`src/rtl/apb_ram_arbiter_if.sv`:
```
// Client request/response channels plus the shared APB bus for apb_ram_arbiter.
// The arbiter connects through the slave modport; clients and the APB slave use master.
interface apb_ram_arbiter_if #(
    parameter int AW = 32,
    parameter int DW = 32
);
    logic          req0_valid;
    logic          req0_write;
    logic [AW-1:0] req0_addr;
    logic [DW-1:0] req0_wdata;
    logic          req0_ready;
    logic          rsp0_valid;
    logic [DW-1:0] rsp0_rdata;
    logic          rsp0_err;

    logic          req1_valid;
    logic          req1_write;
    logic [AW-1:0] req1_addr;
    logic [DW-1:0] req1_wdata;
    logic          req1_ready;
    logic          rsp1_valid;
    logic [DW-1:0] rsp1_rdata;
    logic          rsp1_err;

    logic [AW-1:0] paddr;
    logic          wr_en;
    logic          psel;
    logic          pen;
    logic [DW-1:0] pwdata;
    logic [DW-1:0] prdata;
    logic          pready;
    logic          pselverr;

    modport slave (
        input  req0_valid, req0_write, req0_addr, req0_wdata,
        output req0_ready, rsp0_valid, rsp0_rdata, rsp0_err,
        input  req1_valid, req1_write, req1_addr, req1_wdata,
        output req1_ready, rsp1_valid, rsp1_rdata, rsp1_err,
        output paddr, wr_en, psel, pen, pwdata,
        input  prdata, pready, pselverr
    );

    modport master (
        output req0_valid, req0_write, req0_addr, req0_wdata,
        input  req0_ready, rsp0_valid, rsp0_rdata, rsp0_err,
        output req1_valid, req1_write, req1_addr, req1_wdata,
        input  req1_ready, rsp1_valid, rsp1_rdata, rsp1_err,
        input  paddr, wr_en, psel, pen, pwdata,
        output prdata, pready, pselverr
    );
endinterface

```
`src/rtl/apb_ram_arbiter.sv`:
```
// Round-robin arbiter sharing one APB slave between two valid/ready clients,
// with a programmable pready timeout so a hung slave cannot stall both clients.
module apb_ram_arbiter #(
    parameter int AW      = 32,
    parameter int DW      = 32,
    parameter int TIMEOUT = 16
) (
    input  logic             i_clk,
    input  logic             i_rst,
    apb_ram_arbiter_if.slave bus
);
    localparam int CW = (TIMEOUT > 0) ? $clog2(TIMEOUT + 1) : 1;
    localparam logic [CW:0] TO_LIMIT = (CW + 1)'(TIMEOUT);

    typedef enum logic [1:0] {S_IDLE, S_SETUP, S_ACCESS, S_RESP} state_t;

    state_t r_state, w_next;

    logic [1:0]         w_req_valid;
    logic [1:0]         w_req_write;
    logic [1:0][AW-1:0] w_req_addr;
    logic [1:0][DW-1:0] w_req_wdata;

    logic               r_last_grant;
    logic               r_gnt;
    logic [CW-1:0]      r_wait;
    logic [AW-1:0]      r_paddr;
    logic               r_wr_en;
    logic [DW-1:0]      r_pwdata;
    logic               r_psel;
    logic               r_pen;
    logic [1:0]         r_rsp_valid;
    logic [1:0]         r_rsp_err;
    logic [1:0][DW-1:0] r_rsp_rdata;

    logic               w_grant;
    logic               w_accept;
    logic [CW:0]        w_wait_nxt;
    logic               w_timeout;

    assign w_req_valid = {bus.req1_valid, bus.req0_valid};
    assign w_req_write = {bus.req1_write, bus.req0_write};
    assign w_req_addr  = {bus.req1_addr,  bus.req0_addr};
    assign w_req_wdata = {bus.req1_wdata, bus.req0_wdata};

    // A lone requester wins outright; on a tie the client not served last wins.
    always_comb begin
        w_grant = w_req_valid[1];
        if (w_req_valid == 2'b11) begin
            w_grant = ~r_last_grant;
        end
    end

    assign w_accept       = (r_state == S_IDLE) && (|w_req_valid);
    assign bus.req0_ready = w_accept && !w_grant;
    assign bus.req1_ready = w_accept && w_grant;

    // r_wait counts completed ACCESS cycles without pready; the timeout fires
    // in the cycle that would make the count reach TIMEOUT.
    assign w_wait_nxt = {1'b0, r_wait} + {{CW{1'b0}}, 1'b1};
    assign w_timeout  = (TIMEOUT != 0) && (w_wait_nxt == TO_LIMIT);

    always_ff @(posedge i_clk or posedge i_rst) begin
        if (i_rst) begin
            r_state <= S_IDLE;
        end else begin
            r_state <= w_next;
        end
    end

    always_comb begin
        w_next = r_state;
        case (r_state)
            S_IDLE:   if (w_accept) w_next = S_SETUP;
            S_SETUP:  w_next = S_ACCESS;
            S_ACCESS: if (bus.pready || w_timeout) w_next = S_RESP;
            S_RESP:   w_next = S_IDLE;
            default:  w_next = S_IDLE;
        endcase
    end

    // psel/pen and the response pulse are registered off the next state so
    // they line up exactly with the SETUP/ACCESS/RESP cycles.
    always_ff @(posedge i_clk or posedge i_rst) begin
        if (i_rst) begin
            r_last_grant <= 1'b1;
            r_gnt        <= 1'b0;
            r_wait       <= '0;
            r_paddr      <= '0;
            r_wr_en      <= 1'b0;
            r_pwdata     <= '0;
            r_psel       <= 1'b0;
            r_pen        <= 1'b0;
            r_rsp_valid  <= '0;
            r_rsp_err    <= '0;
            r_rsp_rdata  <= '0;
        end else begin
            r_psel      <= (w_next == S_SETUP) || (w_next == S_ACCESS);
            r_pen       <= (w_next == S_ACCESS);
            r_rsp_valid <= '0;
            if (w_accept) begin
                r_gnt        <= w_grant;
                r_last_grant <= w_grant;
                r_paddr      <= w_req_addr[w_grant];
                r_wr_en      <= w_req_write[w_grant];
                r_pwdata     <= w_req_wdata[w_grant];
                r_wait       <= '0;
            end
            if (r_state == S_ACCESS) begin
                if (bus.pready) begin
                    r_rsp_valid[r_gnt] <= 1'b1;
                    r_rsp_err[r_gnt]   <= bus.pselverr;
                    r_rsp_rdata[r_gnt] <= (!r_wr_en && !bus.pselverr) ? bus.prdata : '0;
                end else if (w_timeout) begin
                    r_rsp_valid[r_gnt] <= 1'b1;
                    r_rsp_err[r_gnt]   <= 1'b1;
                    r_rsp_rdata[r_gnt] <= '0;
                end else begin
                    r_wait <= w_wait_nxt[CW-1:0];
                end
            end
        end
    end

    assign bus.paddr      = r_paddr;
    assign bus.wr_en      = r_wr_en;
    assign bus.pwdata     = r_pwdata;
    assign bus.psel       = r_psel;
    assign bus.pen        = r_pen;
    assign bus.rsp0_valid = r_rsp_valid[0];
    assign bus.rsp0_err   = r_rsp_err[0];
    assign bus.rsp0_rdata = r_rsp_rdata[0];
    assign bus.rsp1_valid = r_rsp_valid[1];
    assign bus.rsp1_err   = r_rsp_err[1];
    assign bus.rsp1_rdata = r_rsp_rdata[1];
endmodule

```
`src/flat_wrapper.sv`:
```
// flat-port wrapper written by rule: the top's interface ports become plain ports
module apb_ram_arbiter_flat 
#(
    parameter int AW      = 32,
    parameter int DW      = 32,
    parameter int TIMEOUT = 16
)
  (i_clk, i_rst, bus_req0_valid, bus_req0_write, bus_req0_addr, bus_req0_wdata, bus_req0_ready, bus_rsp0_valid, bus_rsp0_rdata, bus_rsp0_err, bus_req1_valid, bus_req1_write, bus_req1_addr, bus_req1_wdata, bus_req1_ready, bus_rsp1_valid, bus_rsp1_rdata, bus_rsp1_err, bus_paddr, bus_wr_en, bus_psel, bus_pen, bus_pwdata, bus_prdata, bus_pready, bus_pselverr);
  apb_ram_arbiter_if #(.AW(AW), .DW(DW)) bus_i ();
  input  logic i_clk;
  input  logic i_rst;
  input wire logic [$bits(bus_i.req0_valid)-1:0] bus_req0_valid;
  input wire logic [$bits(bus_i.req0_write)-1:0] bus_req0_write;
  input wire logic [$bits(bus_i.req0_addr)-1:0] bus_req0_addr;
  input wire logic [$bits(bus_i.req0_wdata)-1:0] bus_req0_wdata;
  output wire logic [$bits(bus_i.req0_ready)-1:0] bus_req0_ready;
  output wire logic [$bits(bus_i.rsp0_valid)-1:0] bus_rsp0_valid;
  output wire logic [$bits(bus_i.rsp0_rdata)-1:0] bus_rsp0_rdata;
  output wire logic [$bits(bus_i.rsp0_err)-1:0] bus_rsp0_err;
  input wire logic [$bits(bus_i.req1_valid)-1:0] bus_req1_valid;
  input wire logic [$bits(bus_i.req1_write)-1:0] bus_req1_write;
  input wire logic [$bits(bus_i.req1_addr)-1:0] bus_req1_addr;
  input wire logic [$bits(bus_i.req1_wdata)-1:0] bus_req1_wdata;
  output wire logic [$bits(bus_i.req1_ready)-1:0] bus_req1_ready;
  output wire logic [$bits(bus_i.rsp1_valid)-1:0] bus_rsp1_valid;
  output wire logic [$bits(bus_i.rsp1_rdata)-1:0] bus_rsp1_rdata;
  output wire logic [$bits(bus_i.rsp1_err)-1:0] bus_rsp1_err;
  output wire logic [$bits(bus_i.paddr)-1:0] bus_paddr;
  output wire logic [$bits(bus_i.wr_en)-1:0] bus_wr_en;
  output wire logic [$bits(bus_i.psel)-1:0] bus_psel;
  output wire logic [$bits(bus_i.pen)-1:0] bus_pen;
  output wire logic [$bits(bus_i.pwdata)-1:0] bus_pwdata;
  input wire logic [$bits(bus_i.prdata)-1:0] bus_prdata;
  input wire logic [$bits(bus_i.pready)-1:0] bus_pready;
  input wire logic [$bits(bus_i.pselverr)-1:0] bus_pselverr;
  assign bus_i.req0_valid = bus_req0_valid;
  assign bus_i.req0_write = bus_req0_write;
  assign bus_i.req0_addr = bus_req0_addr;
  assign bus_i.req0_wdata = bus_req0_wdata;
  assign bus_req0_ready = bus_i.req0_ready;
  assign bus_rsp0_valid = bus_i.rsp0_valid;
  assign bus_rsp0_rdata = bus_i.rsp0_rdata;
  assign bus_rsp0_err = bus_i.rsp0_err;
  assign bus_i.req1_valid = bus_req1_valid;
  assign bus_i.req1_write = bus_req1_write;
  assign bus_i.req1_addr = bus_req1_addr;
  assign bus_i.req1_wdata = bus_req1_wdata;
  assign bus_req1_ready = bus_i.req1_ready;
  assign bus_rsp1_valid = bus_i.rsp1_valid;
  assign bus_rsp1_rdata = bus_i.rsp1_rdata;
  assign bus_rsp1_err = bus_i.rsp1_err;
  assign bus_paddr = bus_i.paddr;
  assign bus_wr_en = bus_i.wr_en;
  assign bus_psel = bus_i.psel;
  assign bus_pen = bus_i.pen;
  assign bus_pwdata = bus_i.pwdata;
  assign bus_i.prdata = bus_prdata;
  assign bus_i.pready = bus_pready;
  assign bus_i.pselverr = bus_pselverr;
  apb_ram_arbiter #(.AW(AW), .DW(DW), .TIMEOUT(TIMEOUT)) u_core (.i_clk(i_clk), .i_rst(i_rst), .bus(bus_i));
endmodule
```
`config.mk`:
```
export PLATFORM = sky130hd
export DESIGN_NAME = apb_ram_arbiter_flat
export DESIGN_NICKNAME = d
export VERILOG_FILES = /design/src/rtl/apb_ram_arbiter_if.sv /design/src/rtl/apb_ram_arbiter.sv /design/src/flat_wrapper.sv
export SDC_FILE = /design/constraint.sdc
export NUM_CORES = 1
export LEC_CHECK = 0
export BUFFER_PORTS_ARGS = -buffer_cell sky130_fd_sc_hd__buf_4
export CAP_MARGIN = 10
export CORE_AREA = 2 2 131 133
export CTS_BUF_LIST = sky130_fd_sc_hd__clkbuf_16
export DETAILED_ROUTE_END_ITERATION = 12
export DIE_AREA = 0 0 133 135
export GPL_TIMING_DRIVEN = 0
export PLACE_DENSITY = 0.68
export SETUP_SLACK_MARGIN = 0.02
export SLEW_MARGIN = 20
export SYNTH_ARGS = -nofsm -noshare
export SYNTH_HDL_FRONTEND = slang
export SYNTH_SLANG_ARGS = --single-unit
export TNS_END_PERCENT = 30
```
`constraint.sdc`:
```
create_clock -name i_clk -period 4.71 [get_ports i_clk]
set_input_delay 0 -clock i_clk [delete_from_list [all_inputs] [get_ports i_clk]]
set_output_delay 0 -clock i_clk [all_outputs]
set_load 0.03 [all_outputs]
```
==> flow_metrics.py <==
metrics = {
    "outcome": {
        "status": "finished, final reports clean",
    },
    "floorplan": {
        "initial_utilization_pct": 34.4,
        "dieArea_mm2": 0.0180,
        "ios": 305,
        "num_rows": 47,
        "coreArea_mm2": 0.0164,
        "die_x_um": 133,
        "dieHeight_um": 135,
    },
    "detailed_routing": {
        "via_count": 6042,
        "wl_mm": 22.4,
        "drc_errors": 0,
        "wire_per_inst_um": 19.4,
        "dr.first_iter.drc_count": 532,
        "wl_met2_mm": 11.6,
        "top_layer": "met4",
        "detail-route-antenna-nets": 0,
        "drt-met1-wl_mm": 8.36,
        "dr.pass1.iters": 6,
        "viasPerCell": 5.23,
        "met3RoutedLength_mm": 1.95,
    },
    "timing": {
        "skew_ps": 10.1,
        "grt_setup_unrepaired": "no",
        "period_share_pct": 69.2,
        "tightestPinTransition_ps": 647,
        "finalWorstSetupSlack_ps": 1450,
        "setup_violations": 0,
        "final_hold_viol_count": 0,
        "relSlewSlack_pct": 56.9,
        "slew_violations": 0,
        "timing.fmax_mhz": 307,
        "fin_crit_ps": 3260,
    },
    "setup_path": {
        "path_buf_inv": 5,
        "criticalPathCategory": "reg2reg",
        "cp.required_ps": 5070,
        "regToRegSetupSlack_ps": 1450,
        "crit_path_end_kind": "flip-flop",
        "cp_max_fo": 10,
        "critical_path.slowest_cell": "dlygate4sd3_1",
        "r2r_start": "u_core.r_state[0]",
        "crit_chain": "inv_1 -> ha_1 -> nand2_1 -> a21oi_1 -> clkbuf_1 -> buf_1 -> a222oi_1 -> dlygate4sd3_1 -> inv_1",
        "r2r_cells": 9,
        "crit_path_frequent_cell": "inv_1",
        "crit_family": "buffers and inverters",
        "crit_path_start_kind": "flip-flop",
        "cp.arrival_ps": 3620,
        "reg2reg_to": "u_core.bus.paddr[24]",
        "slowest_delay_ps": 630,
    },
    "logic_synthesis": {
        "async_flop_share_pct": 100,
        "ys_seq_area_share_pct": 63.8,
        "netlist_instances": 433,
        "syn_area_mm2": 0.00565,
        "synth_flop_cell": "dfrtp_1",
        "synth_area_per_cell_um2": 13.0,
        "ys_seq_elements": 144,
        "synth_edf_count": 0,
        "ys_types": 35,
        "ys.warnings.count": 0,
        "syn-num-nets": 606,
    },
    "placement": {
        "hpwlAfterDp_mm": 14.5,
        "place_ws_ps": 2120,
        "place_congestion": 0.885,
        "place_inst": 958,
        "portBuffers": 304,
    },
    "global_routing": {
        "grt_usage_pct": 24.9,
        "grt_pass1_vias": 6538,
        "grt_pass1_wl_mm": 34.7,
        "antenna_found_initial": 1,
        "grt_start_max_net_pins": 77,
        "overflow": 0,
    },
    "clock_network": {
        "h-tree-depth": 4,
        "clock-sinks": 144,
        "post_cts_buffers": 0,
        "path_clk_slew_ps": 60,
        "ctsLongestPathBuffers": 2,
        "hold_buffers": 164,
        "cts_root_buf": "clkbuf_16",
        "cts_buffers": 17,
        "clock_latency_ps": 420,
        "cts-resized-gates": 0,
        "cts_tree": "yes",
    },
    "pwr": {
        "pwr-share-comb_pct": 52.6,
        "p_switching_mw": 2.99,
        "p_int_mw": 4.16,
        "seqPwrFrac_pct": 29.8,
        "p_leak_nw": 5.41,
        "vdd_drop_max_mv": 0.458,
        "power_density_mw_per_mm2": 686,
        "sw_frac_of_total_pct": 41.8,
        "p_clk_share_pct": 17.6,
    },
    "min_path": {
        "min-delay-start": "bus_pready",
        "min_to": "u_core.r_rsp_err[0]",
        "holdCritPathClass": "in2reg",
        "hold_path_depth": 4,
    },
    "cells_and_area": {
        "nFillCells": 1214,
        "fin_cells": 1155,
        "syn_to_final_growth_pct": 84.7,
        "final_common_cell": "buf_4",
        "nets": 1094,
        "drive_gt1_share_pct": 37.9,
        "layout_common_cells": "304 x buf_4, 164 x dlygate4sd3_1, 143 x dfrtp_1",
    },
    "job": {
        "cap_violations": 0,
    },
}
[cell families (layout without fill, tap and decap cells)]
group / after synthesis / count (layout) / synth area share (%)
multiplexers: 1 / 1 / 0.177
AO/OA/AOI/OAI: 148 / 148 / 23.9
adder cells (fa/ha/maj): 5 / 5 / 1.11
buffers and inverters: 110 / 611 / 8.60
XOR/XNOR: 2 / 2 / 0.310
AND/OR/NAND/NOR: 23 / 23 / 2.08
flip-flops: 144 / 144 / 63.8
other: 0 / 1 / 0
[how the worst max path moves through the flow]
stage	end	slack [ps]	start	cells after the start
3_5_place_dp	u_core.bus.paddr[10]	2120	u_core.r_state[0]	8
5_1_grt	u_core.bus.paddr[24]	1250	u_core.r_state[0]	9
3_3_place_gp	u_core.bus.paddr[25]	-590	i_rst	2
2_1_floorplan	u_core.bus.paddr[0]	850	i_rst	1
6_report	u_core.bus.paddr[24]	1450	u_core.r_state[0]	9
4_1_cts	u_core.bus.paddr[7]	1540	u_core.r_state[0]	9
[cell type report]
class                      count  area, um2  area share [%]
antenna                        1       2.50          0.0240
clock inverter                15        123            1.18
inverter                      74        285            2.73
tap                          220        275            2.64
sequential                   144       3600            34.6
buffer                        36        208            1.99
timing repair buffer         469       3950            37.9
clock buffer                  17        425            4.08
multi-input combinational    179       1560            14.9
[worst register-to-register path: stages, from the launching register on]
cell and delay (ps):
dfrtp_1 370, inv_1 80, ha_1 280, nand2_1 80, a21oi_1 490, clkbuf_1 530, buf_1 450, a222oi_1 210
dlygate4sd3_1 630, inv_1 70
[registers in the layout, summed over array words and instances, names as in the netlist]
register               count
u_core.bus.paddr          32
u_core.bus.pen             1
u_core.bus.psel            1
u_core.bus.pwdata         32
u_core.bus.rsp0_rdata     32
u_core.bus.rsp1_rdata     32
u_core.bus.wr_en           1
u_core.r_gnt               1
u_core.r_last_grant        1
u_core.r_rsp_err           2
u_core.r_rsp_valid         2
u_core.r_state             2
u_core.r_wait              5
[power by group through the flow]
stage / registers [mW] / logic (mW) / clock network [mW]
global route: 2.18 / 3.98 / 1.34
detailed placement: 2.11 / 3.13 / 0
global placement: 2.09 / 3.06 / 0
CTS: 2.10 / 3.68 / 1.28
floorplan: 3.03 / 0.919 / 0
finish: 2.13 / 3.76 / 1.26
[per-stage QoR]
step                util (%)  total power [mW]  TNS, ps  hold WS (ps)  instance area, um2
floorplan                  -              3.95        0           125                5650
detailed placement      50.2              5.23        0          82.6                8240
global route            63.6              7.50        0          72.6               10400
CTS                     63.6              7.06        0          36.5               10400
finish                  63.6              7.15        0          47.6               10400
global placement        50.0              5.15   -82140           213                8200
[cell usage after synthesis (all sizes together), types with 2 or more instances]
cell | n | area, um2
clkbuf | 25 | 114
ha | 5 | 62.6
o211ai | 2 | 15.0
a22o | 64 | 561
inv | 74 | 278
nand2 | 9 | 33.8
buf | 11 | 93.8
a21o | 3 | 22.5
nor2 | 5 | 18.8
a21oi | 4 | 23.8
a222oi | 65 | 651
dfrtp | 143 | 3580
o21ai | 4 | 20.0
nand3 | 3 | 15.0
o21a | 2 | 15.0
[metal layers]
metal / global-route usage (%) / up-vias
li1: - / 2633
met5: 0 / -
met1: 28.3 / 3037
met4: 9.20 / 0
met3: 7.55 / 40
met2: 44.2 / 332
Note: power is estimated with default switching activity, not from simulation.
